$ cat src/rtl/cpu_ctrl_pkg.sv
// Shared types and constants for the multicycle CPU memory-port arbiter.
package cpu_ctrl_pkg;

    // Arbiter sequencing states.
    typedef enum logic [1:0] {
        StIdle  = 2'd0,
        StIssue = 2'd1,
        StWait  = 2'd2
    } arb_state_e;

    // Requester IDs.
    localparam logic REQ_CPU = 1'b0;
    localparam logic REQ_DMA = 1'b1;

    // Default memory latency and latency counter width (MEM_LAT is 1..15).
    localparam int unsigned DEFAULT_MEM_LAT = 2;
    localparam int unsigned CNT_W           = 4;

    // Counter preload so completion lands MEM_LAT edges after the memory samples mem_en.
    function automatic logic [CNT_W-1:0] lat_load(input int unsigned lat);
        return CNT_W'(lat - 1);
    endfunction

endpackage

$ cat src/rtl/rr_arb2.sv
// Two-requester round-robin arbiter; the winner of a contest is whoever was not granted last.
module rr_arb2
    import cpu_ctrl_pkg::*;
(
    input  logic       clk_i,
    input  logic       rst_ni,
    input  logic [1:0] req_i,     // bit 0 = CPU, bit 1 = DMA
    input  logic       update_i,  // commit the current grant as the last grant
    output logic       gnt_id_o
);

    logic last_gnt_q, last_gnt_d;
    logic gnt_id;

    // Grant selection; only meaningful when at least one request is high.
    always_comb begin
        gnt_id = ~last_gnt_q;
        unique case (req_i)
            2'b01:   gnt_id = REQ_CPU;
            2'b10:   gnt_id = REQ_DMA;
            default: gnt_id = ~last_gnt_q;
        endcase
    end

    // Next value of the last-grant register.
    always_comb begin
        last_gnt_d = last_gnt_q;
        if (update_i) begin
            last_gnt_d = gnt_id;
        end
    end

    // Last-grant register; resets to DMA so the CPU wins the first contest.
    always_ff @(posedge clk_i or negedge rst_ni) begin
        if (!rst_ni) begin
            last_gnt_q <= REQ_DMA;
        end else begin
            last_gnt_q <= last_gnt_d;
        end
    end

    assign gnt_id_o = gnt_id;

endmodule

$ cat src/rtl/mem_port_arbiter.sv
// Shares one fixed-latency synchronous memory port between the CPU control path and a DMA port.
module mem_port_arbiter
    import cpu_ctrl_pkg::*;
#(
    parameter int unsigned ADDR_W  = 32,
    parameter int unsigned DATA_W  = 32,
    parameter int unsigned MEM_LAT = DEFAULT_MEM_LAT
) (
    input  logic              clk,
    input  logic              rst,        // asynchronous, active low

    input  logic              cpu_req,
    input  logic              cpu_we,
    input  logic [ADDR_W-1:0] cpu_addr,
    input  logic [DATA_W-1:0] cpu_wdata,
    output logic              cpu_done,
    output logic [DATA_W-1:0] cpu_rdata,

    input  logic              dma_req,
    input  logic              dma_we,
    input  logic [ADDR_W-1:0] dma_addr,
    input  logic [DATA_W-1:0] dma_wdata,
    output logic              dma_done,
    output logic [DATA_W-1:0] dma_rdata,

    output logic              mem_en,
    output logic              mem_we,
    output logic [ADDR_W-1:0] mem_addr,
    output logic [DATA_W-1:0] mem_wdata,
    input  logic [DATA_W-1:0] mem_rdata,

    output logic              busy
);

    localparam logic [CNT_W-1:0] CntLoad = lat_load(MEM_LAT);

    arb_state_e        state_q, state_d;
    logic [CNT_W-1:0]  cnt_q, cnt_d;
    logic              owner_q, owner_d;
    logic              we_q, we_d;
    logic [ADDR_W-1:0] addr_q, addr_d;
    logic [DATA_W-1:0] wdata_q, wdata_d;
    logic              mem_en_q, mem_en_d;
    logic              busy_q, busy_d;
    logic              cpu_done_q, cpu_done_d;
    logic              dma_done_q, dma_done_d;
    logic [DATA_W-1:0] cpu_rdata_q, cpu_rdata_d;
    logic [DATA_W-1:0] dma_rdata_q, dma_rdata_d;

    logic              gnt_id;
    logic              arb_update;

    rr_arb2 u_rr_arb2 (
        .clk_i    (clk),
        .rst_ni   (rst),
        .req_i    ({dma_req, cpu_req}),
        .update_i (arb_update),
        .gnt_id_o (gnt_id)
    );

    // Sequencing FSM: next state, capture, latency counter and output register inputs.
    always_comb begin
        state_d     = state_q;
        cnt_d       = cnt_q;
        owner_d     = owner_q;
        we_d        = we_q;
        addr_d      = addr_q;
        wdata_d     = wdata_q;
        cpu_done_d  = 1'b0;
        dma_done_d  = 1'b0;
        cpu_rdata_d = cpu_rdata_q;
        dma_rdata_d = dma_rdata_q;
        arb_update  = 1'b0;

        unique case (state_q)
            StIdle: begin
                if (cpu_req || dma_req) begin
                    state_d    = StIssue;
                    arb_update = 1'b1;
                    owner_d    = gnt_id;
                    if (gnt_id == REQ_CPU) begin
                        we_d    = cpu_we;
                        addr_d  = cpu_addr;
                        wdata_d = cpu_wdata;
                    end else begin
                        we_d    = dma_we;
                        addr_d  = dma_addr;
                        wdata_d = dma_wdata;
                    end
                end
            end
            StIssue: begin
                state_d = StWait;
                cnt_d   = CntLoad;
            end
            StWait: begin
                if (cnt_q == '0) begin
                    // Completion edge: memory read data is valid now.
                    state_d = StIdle;
                    if (owner_q == REQ_CPU) begin
                        cpu_done_d = 1'b1;
                        if (!we_q) begin
                            cpu_rdata_d = mem_rdata;
                        end
                    end else begin
                        dma_done_d = 1'b1;
                        if (!we_q) begin
                            dma_rdata_d = mem_rdata;
                        end
                    end
                end else begin
                    cnt_d = cnt_q - 1'b1;
                end
            end
            default: begin
                state_d = StIdle;
            end
        endcase

        // Strobe and busy are registered from the next state so they align with it.
        mem_en_d = (state_d == StIssue);
        busy_d   = (state_d != StIdle);
    end

    // State, capture and output registers; reset abandons any transaction in flight.
    always_ff @(posedge clk or negedge rst) begin
        if (!rst) begin
            state_q     <= StIdle;
            cnt_q       <= '0;
            owner_q     <= REQ_DMA;
            we_q        <= 1'b0;
            addr_q      <= '0;
            wdata_q     <= '0;
            mem_en_q    <= 1'b0;
            busy_q      <= 1'b0;
            cpu_done_q  <= 1'b0;
            dma_done_q  <= 1'b0;
            cpu_rdata_q <= '0;
            dma_rdata_q <= '0;
        end else begin
            state_q     <= state_d;
            cnt_q       <= cnt_d;
            owner_q     <= owner_d;
            we_q        <= we_d;
            addr_q      <= addr_d;
            wdata_q     <= wdata_d;
            mem_en_q    <= mem_en_d;
            busy_q      <= busy_d;
            cpu_done_q  <= cpu_done_d;
            dma_done_q  <= dma_done_d;
            cpu_rdata_q <= cpu_rdata_d;
            dma_rdata_q <= dma_rdata_d;
        end
    end

    assign mem_en    = mem_en_q;
    assign mem_we    = we_q;
    assign mem_addr  = addr_q;
    assign mem_wdata = wdata_q;
    assign busy      = busy_q;
    assign cpu_done  = cpu_done_q;
    assign dma_done  = dma_done_q;
    assign cpu_rdata = cpu_rdata_q;
    assign dma_rdata = dma_rdata_q;

endmodule

$ cat config.mk
export PLATFORM = sky130hd
export DESIGN_NAME = mem_port_arbiter
export DESIGN_NICKNAME = d
export VERILOG_FILES = /design/src/rtl/cpu_ctrl_pkg.sv /design/src/rtl/rr_arb2.sv /design/src/rtl/mem_port_arbiter.sv
export SDC_FILE = /design/constraint.sdc
export NUM_CORES = 1
export LEC_CHECK = 0
export BUFFER_PORTS_ARGS = -buffer_cell sky130_fd_sc_hd__buf_2
export CAP_MARGIN = 20
export CORE_UTILIZATION = 45
export DETAILED_ROUTE_END_ITERATION = 8
export GPL_TIMING_DRIVEN = 1
export PLACE_DENSITY_LB_ADDON = 0.15
export SLEW_MARGIN = 20
export SYNTH_ARGS = -nofsm -noshare
export SYNTH_HDL_FRONTEND = slang
export SYNTH_SLANG_ARGS = --single-unit
$ cat constraint.sdc
create_clock -name clk -period 4.3 [get_ports clk]
set_input_delay 0.43 -clock clk [delete_from_list [all_inputs] [get_ports clk]]
set_output_delay 0.43 -clock clk [all_outputs]
set_load 0.01 [all_outputs]
==> summary.txt <==
Outcome
  – Outcome: finished, final reports clean

Synthesis
  – Synth Area in Simple Gates: 11.6%
  – Count leader, synth: dfrtp_1
  – Post-synth EDFFs: 0
  – Adder-cell share of the synthesized area: 0.809%
  – Sequential area share after synthesis: 56.7%
  – Async S/R FF share, synth: 100%
  – Main synth FF type: dfrtp_1
  – Synth Warn #: 0
  – Mux cell area share after synthesis: 13.5%
  – Area leader, netlist: dfrtp_1
  – Ranking of synthesized cells by area: dfrtp_1 56%, mux2_4 7.3%, a31oi_1 6.9%
  – Synth top area share: 56.2%
  – Largest family of logic cells by synthesized area: multiplexers
  – Cells after Synth: 562
  – Synth Cell Area: 6190 um2
  – Syn_nets: 732
  – Post-synth top cells: 139 x dfrtp_1, 69 x nor2_1, 68 x a31oi_1
  – Syn Area/Cell: 11.0 um2
  – Post-synthesis cell type count: 32
  – Post-synthesis xor/xnor area fraction: 0%
  – Compound-gate portion of the synthesized area: 13.1%
  – #FFs+latches synth: 140

Routing
  – DRT Wirelength: 17.1 mm
  – DRC: 0
  – Iter 0 DRT Violations: 276
  – Routed WL per cell: 16.7 um
  – Antenna-violating nets left: 0
  – DR vias/cell: 5.33
  – Drt pass-1 iters: 5
  – Total vias in the final route: 5454

Power and ir drop
  – VDD IR max: 307 uV
  – Power per cell area: 762 nW/um2
  – Internal power: 4.09 mW
  – P_sw: 2.27 mW
  – Clk pwr share: 23.2%
  – Combinational power share: 39.4%
  – Power share of the sequential group: 37.4%
  – Switching share of power: 35.7%
  – Leak pwr: 4.07 nW

Setup path
  – CP cell instances: inv_1 -> ha_1 -> or3b_4 -> or4b_2 -> buf_4 -> mux2_4
  – CP arrival: 3150 ps
  – Crit path largest cell delay: 870 ps
  – CP Launch Type: register
  – Critical R2R Launch: cnt_q[0]$_DFFE_PN0P_
  – R2R Path End: cpu_rdata[22]$_DFFE_PN0P_
  – Critical Path End Type: register
  – CP bufs+invs: 2
  – Critical Path Slowest Stage Cell: or4b_2
  – Reg2reg path depth: 6
  – Reg2Reg Setup Slack: 1460 ps
  – Top delay family on crit path: simple AND/OR/NAND/NOR gates
  – CP required: 4610 ps
  – Maximum net fanout on the critical path: 22
  – Critical path class: reg2reg

Die
  – Starting Density: 46.3%
  – DIE AREA: 14200 um2
  – CORE AREA: 13300 um2
  – Rows: 42
  – # IOs: 299
  – Chip width: 119 um
  – Die H: 119 um

Timing
  – Fin. Hold Viols: 0
  – Period utilisation layout: 66.1%
  – Setup WS post-layout: 1460 ps
  – Fmax: 352 MHz
  – Max Slew Vio Count: 0
  – Post-Route Setup TNS: 0 ps
  – Actual slew at the worst max-slew pin: 913 ps
  – # setup viols final: 0
  – RSZ-0062 raised after global routing: false
  – Slew HR: 39.2%
  – Worst clock skew: 11.6 ps
  – Final Critical Period: 2840 ps
  – Hold WS: 103 ps

Global routing
  – Vias in the first global route: 5356
  – Grt ovf: 0
  – Met2 Usage GRT: 40.8%
  – Largest net degree at the start of global routing: 131
  – GRT Total Usage: 24.7%
  – Global-route wire length before repair: 27.3 mm
  – M1 GR Usage: 29.6%
  – Met3 Use GR: 7.52%
  – Top Usage Layer GRT: met2
  – Initial antenna violation count: 1

Clock tree
  – Clock transition at path regs: 60 ps
  – Clock root cell: clkbuf_16
  – Inserted Clock Buffers: 17
  – Setup bufs post-CTS: 0
  – Clock Path Buffers: 2
  – CTS Hold Bufs: 0
  – H-tree levels: 4
  – Clock sink total: 140
  – CTS tree: done
  – Clk Latency, worst-skew pair: 430 ps
  – CTS resizes: 0

Place
  – Post-place setup slack: 1470 ps
  – Port buffer count: 298
  – Post-DP HPWL: 11.6 mm
  – Routability cong.: 0.761

Layout
  – Area of the multi-input gates: 2420 um2
  – Nets: 1004
  – Register area: 3500 um2
  – Layout cells sized above 1: 48.2%
  – Area grow syn2layout: 35.0%
  – Fillers: 1136

Flow run
  – Max-Cap Viols: 0

Worst hold path
  – Worst hold path class: in2async
[power groups by stage]
| stage | logic (mW) | clock network (mW) | registers [mW] |
|---|---|---|---|
| after CTS | 2.53 | 1.51 | 2.37 |
| after global placement | 2.46 | 0 | 2.35 |
| after detailed placement | 2.53 | 0 | 2.38 |
| after global routing | 2.75 | 1.56 | 2.46 |
| after floorplan | 1.22 | 0 | 2.64 |
| final | 2.51 | 1.48 | 2.38 |
[worst max path at each step]
| stage | cells after the start | end | start |
|---|---|---|---|
| finish | 6 | cpu_rdata[22]$_DFFE_PN0P_ | cnt_q[0]$_DFFE_PN0P_ |
| global route | 6 | cpu_rdata[14]$_DFFE_PN0P_ | cnt_q[0]$_DFFE_PN0P_ |
| CTS | 6 | cpu_rdata[21]$_DFFE_PN0P_ | cnt_q[0]$_DFFE_PN0P_ |
| detailed placement | 6 | cpu_rdata[21]$_DFFE_PN0P_ | cnt_q[0]$_DFFE_PN0P_ |
| global placement | 6 | cpu_rdata[17]$_DFFE_PN0P_ | cnt_q[0]$_DFFE_PN0P_ |
| floorplan | 7 | cpu_rdata[10]$_DFFE_PN0P_ | cnt_q[0]$_DFFE_PN0P_ |
[layer usage]
metal / vias to the layer above / share of wire, %
met1: 2609 / 40
li1: 2563 / -
met3: 31 / 7.8
met4: 0 / 2.0
met2: 251 / 50
met5: - / 0
[area by class of cell]
cell class | instances | area share, %
clock buffer | 20 | 5.47
multi-input combinational | 364 | 29.0
tap | 176 | 2.64
clock inverter | 11 | 1.72
antenna | 1 | 0.0300
inverter | 6 | 0.270
sequential | 140 | 42.0
timing repair buffer | 305 | 18.9
[through the flow]
stage / instance area [um2] / power, mW / std cells / utilization [%]
after floorplan: 6190 / 3.86 / 562 / -
after global placement: 7730 / 4.82 / 990 / 57.9
after detailed placement: 7750 / 4.92 / 991 / 58.0
after CTS: 8350 / 6.42 / 1022 / 62.5
after global routing: 8350 / 6.77 / 1023 / 62.6
final: 8350 / 6.37 / 1023 / 62.6
[cell usage in the layout, fill, tap and decap left out, types with 4 or more instances in the layout]
master / netlist / layout
inv_1: 6 / 6
clkbuf_16: 0 / 17
mux2_4: 30 / 30
dfrtp_1: 139 / 139
mux2_2: 34 / 34
nor2b_1: 4 / 4
nand3_1: 65 / 65
buf_4: 0 / 5
a31oi_1: 68 / 68
ha_1: 4 / 4
o21ai_0: 66 / 66
nor2_1: 69 / 68
clkinvlp_4: 0 / 4
buf_2: 0 / 297
[logic make-up after synthesis]
kind of cell	Yosys count
adders and majority gates	4
DFF	140
AOI/OAI and AO/OA	141
muxes	64
buffers and inverters	58
and+or+nand+nor	155
[flip-flops by register name, indices dropped and copies added, names as in the netlist]
signal	cells
busy	1
dma_done	1
mem_en	1
cnt_q	4
cpu_done	1
mem_addr	32
state_q	2
dma_rdata	32
owner_q	1
mem_wdata	32
cpu_rdata	32
mem_we	1
(Power assumes the default switching activity.)
